--- config.mk ---
export PLATFORM = sky130hd
export DESIGN_NAME = player_motion
export DESIGN_NICKNAME = d
export VERILOG_FILES = /design/src/rtl/player_motion.sv
export SDC_FILE = /design/constraint.sdc
export NUM_CORES = 1
export LEC_CHECK = 0
export BUFFER_PORTS_ARGS = -buffer_cell sky130_fd_sc_hd__buf_2
export CAP_MARGIN = 20
export CORE_AREA = 3 3 138 140
export DETAILED_ROUTE_END_ITERATION = 7
export DIE_AREA = 0 0 141 143
export PLACE_DENSITY = 0.61
export SLEW_MARGIN = 5
export SYNTH_ARGS = -nofsm -noshare
export SYNTH_HDL_FRONTEND = slang
export SYNTH_SLANG_ARGS = --single-unit
--- constraint.sdc ---
create_clock -name clk -period 7.05 [get_ports clk]
set_input_delay 0.3525 -clock clk [delete_from_list [all_inputs] [get_ports clk]]
set_output_delay 0.3525 -clock clk [all_outputs]
set_load 0.01 [all_outputs]
--- src/rtl/player_motion.sv ---
// ============================================================================
// Module   : player_motion
// Purpose  : Sub-cell player stepper with wall/grid checking on a 10x15 maze.
//            Optional macro PLAYER_MOTION_REVERSE_EN allows mid-cell reversal.
// Revision : 1.0  initial release
// ============================================================================
`default_nettype none

module player_motion (
  input  logic         clk,
  input  logic         rst,
  input  logic         step,
  input  logic         button_1,
  input  logic         button_2,
  input  logic [159:0] h_walls,
  input  logic [164:0] v_walls,
  output logic [8:0]   pos_x,
  output logic [8:0]   pos_y,
  output logic [1:0]   direction,
  output logic         busy,
  output logic         done,
  output logic         blocked,
  output logic         cell_entered
);

  localparam logic [1:0] DIR_PX = 2'd0;
  localparam logic [1:0] DIR_PY = 2'd1;
  localparam logic [1:0] DIR_NX = 2'd2;
  localparam logic [1:0] DIR_NY = 2'd3;

  typedef enum logic [1:0] {
    ST_IDLE  = 2'd0,
    ST_CHECK = 2'd1,
    ST_MOVE  = 2'd2
  } state_t;

  state_t     r_state, w_state_next;
  logic [1:0] r_sync1, r_sync2;
  logic [1:0] r_dir_sel;
  logic [1:0] w_sel_dir;
  logic       w_aligned;
  logic       w_hit;
  logic [3:0] w_cx, w_cy, w_wall_col, w_wall_row;
  logic [7:0] w_v_idx, w_h_idx;
  logic [8:0] w_next_x, w_next_y;

  always_ff @(posedge clk or negedge rst) begin
    if (!rst) begin
      r_sync1 <= 2'b00;
      r_sync2 <= 2'b00;
    end else begin
      r_sync1 <= {button_1, button_2};
      r_sync2 <= r_sync1;
    end
  end

  assign w_aligned = (pos_x[4:0] == 5'd0) && (pos_y[4:0] == 5'd0);
  assign w_cx      = pos_x[8:5];
  assign w_cy      = pos_y[8:5];

  always_comb begin
    w_sel_dir = direction;
    if (w_aligned) begin
      w_sel_dir = r_sync2;
    end
`ifdef PLAYER_MOTION_REVERSE_EN
    else if (r_sync2 == (direction ^ 2'b10)) begin
      w_sel_dir = r_sync2;
    end
`endif
  end

  // The wall crossed is the one on the near edge of the destination cell.
  assign w_wall_col = (w_sel_dir == DIR_PX) ? (w_cx + 4'd1) : w_cx;
  assign w_wall_row = (w_sel_dir == DIR_PY) ? (w_cy + 4'd1) : w_cy;
  assign w_v_idx    = 8'd164 - 8'd11 * {4'd0, w_cy} - {4'd0, w_wall_col};
  assign w_h_idx    = 8'd159 - 8'd10 * {4'd0, w_wall_row} - {4'd0, w_cx};

  always_comb begin
    w_hit = 1'b0;
    case (w_sel_dir)
      DIR_PX:  w_hit = (w_cx == 4'd9)  || v_walls[w_v_idx];
      DIR_NX:  w_hit = (w_cx == 4'd0)  || v_walls[w_v_idx];
      DIR_PY:  w_hit = (w_cy == 4'd14) || h_walls[w_h_idx];
      default: w_hit = (w_cy == 4'd0)  || h_walls[w_h_idx];
    endcase
  end

  always_comb begin
    w_next_x = pos_x;
    w_next_y = pos_y;
    case (r_dir_sel)
      DIR_PX:  w_next_x = pos_x + 9'd1;
      DIR_NX:  w_next_x = pos_x - 9'd1;
      DIR_PY:  w_next_y = pos_y + 9'd1;
      default: w_next_y = pos_y - 9'd1;
    endcase
  end

  always_ff @(posedge clk or negedge rst) begin
    if (!rst) begin
      r_state <= ST_IDLE;
    end else begin
      r_state <= w_state_next;
    end
  end

  always_comb begin
    w_state_next = r_state;
    case (r_state)
      ST_IDLE:  if (step) w_state_next = ST_CHECK;
      ST_CHECK: w_state_next = ST_MOVE;
      ST_MOVE:  w_state_next = ST_IDLE;
      default:  w_state_next = ST_IDLE;
    endcase
  end

  assign busy = (r_state != ST_IDLE);

  always_ff @(posedge clk or negedge rst) begin
    if (!rst) begin
      pos_x        <= 9'd0;
      pos_y        <= 9'd0;
      direction    <= DIR_PX;
      r_dir_sel    <= DIR_PX;
      blocked      <= 1'b0;
      done         <= 1'b0;
      cell_entered <= 1'b0;
    end else begin
      done         <= 1'b0;
      cell_entered <= 1'b0;
      case (r_state)
        ST_CHECK: begin
          r_dir_sel <= w_sel_dir;
          blocked   <= w_aligned && w_hit;
        end
        ST_MOVE: begin
          done <= 1'b1;
          if (!blocked) begin
            direction    <= r_dir_sel;
            pos_x        <= w_next_x;
            pos_y        <= w_next_y;
            cell_entered <= (w_next_x[4:0] == 5'd0) && (w_next_y[4:0] == 5'd0);
          end
        end
        default: ;
      endcase
    end
  end

endmodule

`default_nettype wire

==> results.yml <==
run_status:
  status: "finished clean"
routing:
  vias: 5701
  ant_nets: 0
  wl_per_cell_um: 18.77
  via_per_inst: 5.159
  dr.pass1.iters: 4
  wl_um: 20740
  drc: 0
  drtIter0Drc: 243
critical_path:
  crit_arrival_ns: 6.26
  rrSetupSlack_ns: 0.93
  cp_max_fo: 18
  critical-path-max-stage-delay_ns: 0.94
  end_kind: "register"
  crit_path_start_kind: "register"
  reg2reg_to: "blocked"
  reg2reg_depth: 19
  path_cells: "nor3_1 -> nand3_1 -> mux2i_1 -> nand2_1 -> nor4_1 -> xnor2_1 -> ha_1 -> fa_1 -> fa_1 -> inv_1 -> fa_1 -> nor2b_1 -> a22oi_1 -> a31oi_1 -> o21a_1 -> a211oi_1 -> a21oi_1 -> a21boi_0 -> o41ai_2"
  path_delay_family: "adder cells"
  critPathMostFrequentCell: "fa_1"
  crit-reg2reg-launch: "pos_y[2]"
  cp.required_ns: 7.20
  critPathKind: "register to register"
  cp_num_buf_inv: 1
  cp_slowest_cell: "fa_1"
clock_tree:
  h-tree-depth: 2
  cts_tree: "done"
  clockBufferDepth: 2
  path_clk_slew_ns: 0.05
  cts_buffers: 5
  clkSinkCount: 31
  cts_setup_buffers: 0
  cts_root_buf: "clkbuf_16"
  clock_latency_ns: 0.28
  cts_resized: 0
  hold_buffers: 0
timing:
  slew-limit-headroom_pct: 36.65
  final.setup.worst_slack_ns: 0.9349
  worst_pin_slew_ns: 0.9502
  fmax_mhz: 163.5
  slew_viol_final: 0
  tns_ns: 0
  period_needed_ns: 6.115
  fin_crit_sh_pct: 86.74
  finalSetupViolCount: 0
  fin_skew_ns: 0.003342
  rsz0062_at_grt: "false"
  finalHoldViolCount: 0
place:
  dp_slack_ns: 0.9159
  hpwl_um: 17930
  place_congestion: 0.8739
  dpl_cell_area_um2: 7507
  io_buffers: 353
grt:
  grt_use_total_pct: 19.42
  grt-ovfl-total: 0
  grt_pass1_wl_um: 31300
  grt_max_degree: 60
  antenna_found_initial: 0
  first_global_vias: 5803
cells_and_area:
  nets: 1260
  diodes: 0
  drive_gt1_share_pct: 51.37
  nFillCells: 1776
  final_cell_area_um2: 7660
  syn_to_final_growth_pct: 36.44
floorplan:
  ios: 354
  die_h_um: 143
  core_um2: 17960
  initial_utilization_pct: 31.25
  die_x_um: 141
  rows: 49
  die-area_um2: 20160
yosys:
  ys_seq_elements: 31
  syn_area_um2: 5614
  syn_avg_cell_area_um2: 10.38
  yosys_warnings: 0
  synthCells: 541
  synth_commonest_cells: "mux4_2, ha_1, mux2i_1"
  syn_nets: 926
  synth.yosys.seq_area_share_pct: 13.82
  synth_edf_count: 0
  async_flop_share_pct: 100.0
  synthTopCellsByArea: "mux4_2, dfrtp_1, ha_1"
  synth_most_common_cell: "mux4_2"
  synth_flop_cell: "dfrtp_1"
  synth_top_area_share_pct: 25.27
  synth_top_cell_by_area: "mux4_2"
  ys_types: 53
flow_run:
  maxCapViolations: 0
worst_hold_path:
  min_path_type: "input port to async pin"
-- cell usage in the layout, fill, tap and decap left out, types with 4 or more instances in the layout --
cell         n
a221oi_1    10
nand2_1     30
buf_4        7
o21bai_1     7
dfrtp_1     30
clkbuf_16    5
o21ai_0     25
nor3_1       4
a21o_1       9
fa_1        10
a22oi_1      9
mux2_2       9
nand3_1     13
nor4_1       4
buf_2      353
a221o_1      6
xnor2_1     25
a211oi_1     7
nand2b_1     8
xor2_1       7
mux2i_1     42
nor2_1      20
a21oi_1     28
nor2b_1     14
inv_1       41
mux4_2      63
a31oi_1     10
ha_1        44
-- cell families (layout without fill, tap and decap cells) --
logic type	after synthesis	after routing	synth area share [%]
AO/OA/AOI/OAI	122	122	14.62
multiplexers	117	117	35.97
AND/OR/NAND/NOR	107	107	9.851
buffers and inverters	75	410	6.574
adder cells (fa/ha/maj)	55	55	13.59
XOR/XNOR	34	34	5.572
flip-flops	31	31	13.82
-- registers in the layout, summed over array words and instances, names as in the netlist --
signal and count:
blocked 1, r_sync2 2, pos_y 9, r_dir_sel 2
pos_x 9, r_sync1 2, cell_entered 1, direction 2
r_state 2, done 1
-- stage by stage --
stage	utilization, %	std cells	hold slack [ns]
after detailed placement	41.79	1096	0.3524
after global placement	41.79	1096	0.3461
after floorplan	-	541	0.05691
after global routing	42.64	1105	0.1695
after CTS	42.60	1104	0.1620
final	42.64	1105	0.1402
-- routing by layer --
layer,vias to the layer above,track usage [%],routed length (um),share of wire (%)
met4,0,4.539,430,2.1
met1,2699,25.80,8421,41
met3,25,3.349,1721,8.3
li1,2754,-,-,-
met5,-,0,0,0
met2,223,33.22,10170,49
-- cell type report --
class                      instances  area [um2]  share of cell area [%]
clock buffer                       5       125.1                   1.633
clock inverter                     3       20.02                  0.2614
inverter                          42       157.7                   2.058
multi-input combinational        435        4472                   58.38
sequential                        31       779.5                   10.18
tap                              229       286.5                   3.741
timing repair buffer             360        1819                   23.75
-- worst max-delay path by stage --
stage	from	end	slack, ns	cells past startpoint
after floorplan	pos_x[1]	blocked	1.75	21
after global placement	pos_y[2]	blocked	1.02	19
after detailed placement	pos_y[2]	blocked	0.92	19
after CTS	pos_y[2]	blocked	0.88	19
after global routing	pos_y[2]	blocked	0.40	19
final	pos_y[2]	blocked	0.93	19
Power is left out: the tool's default activity adds up to more than one toggle a clock period on the data nets, which glitch-free logic cannot reach.
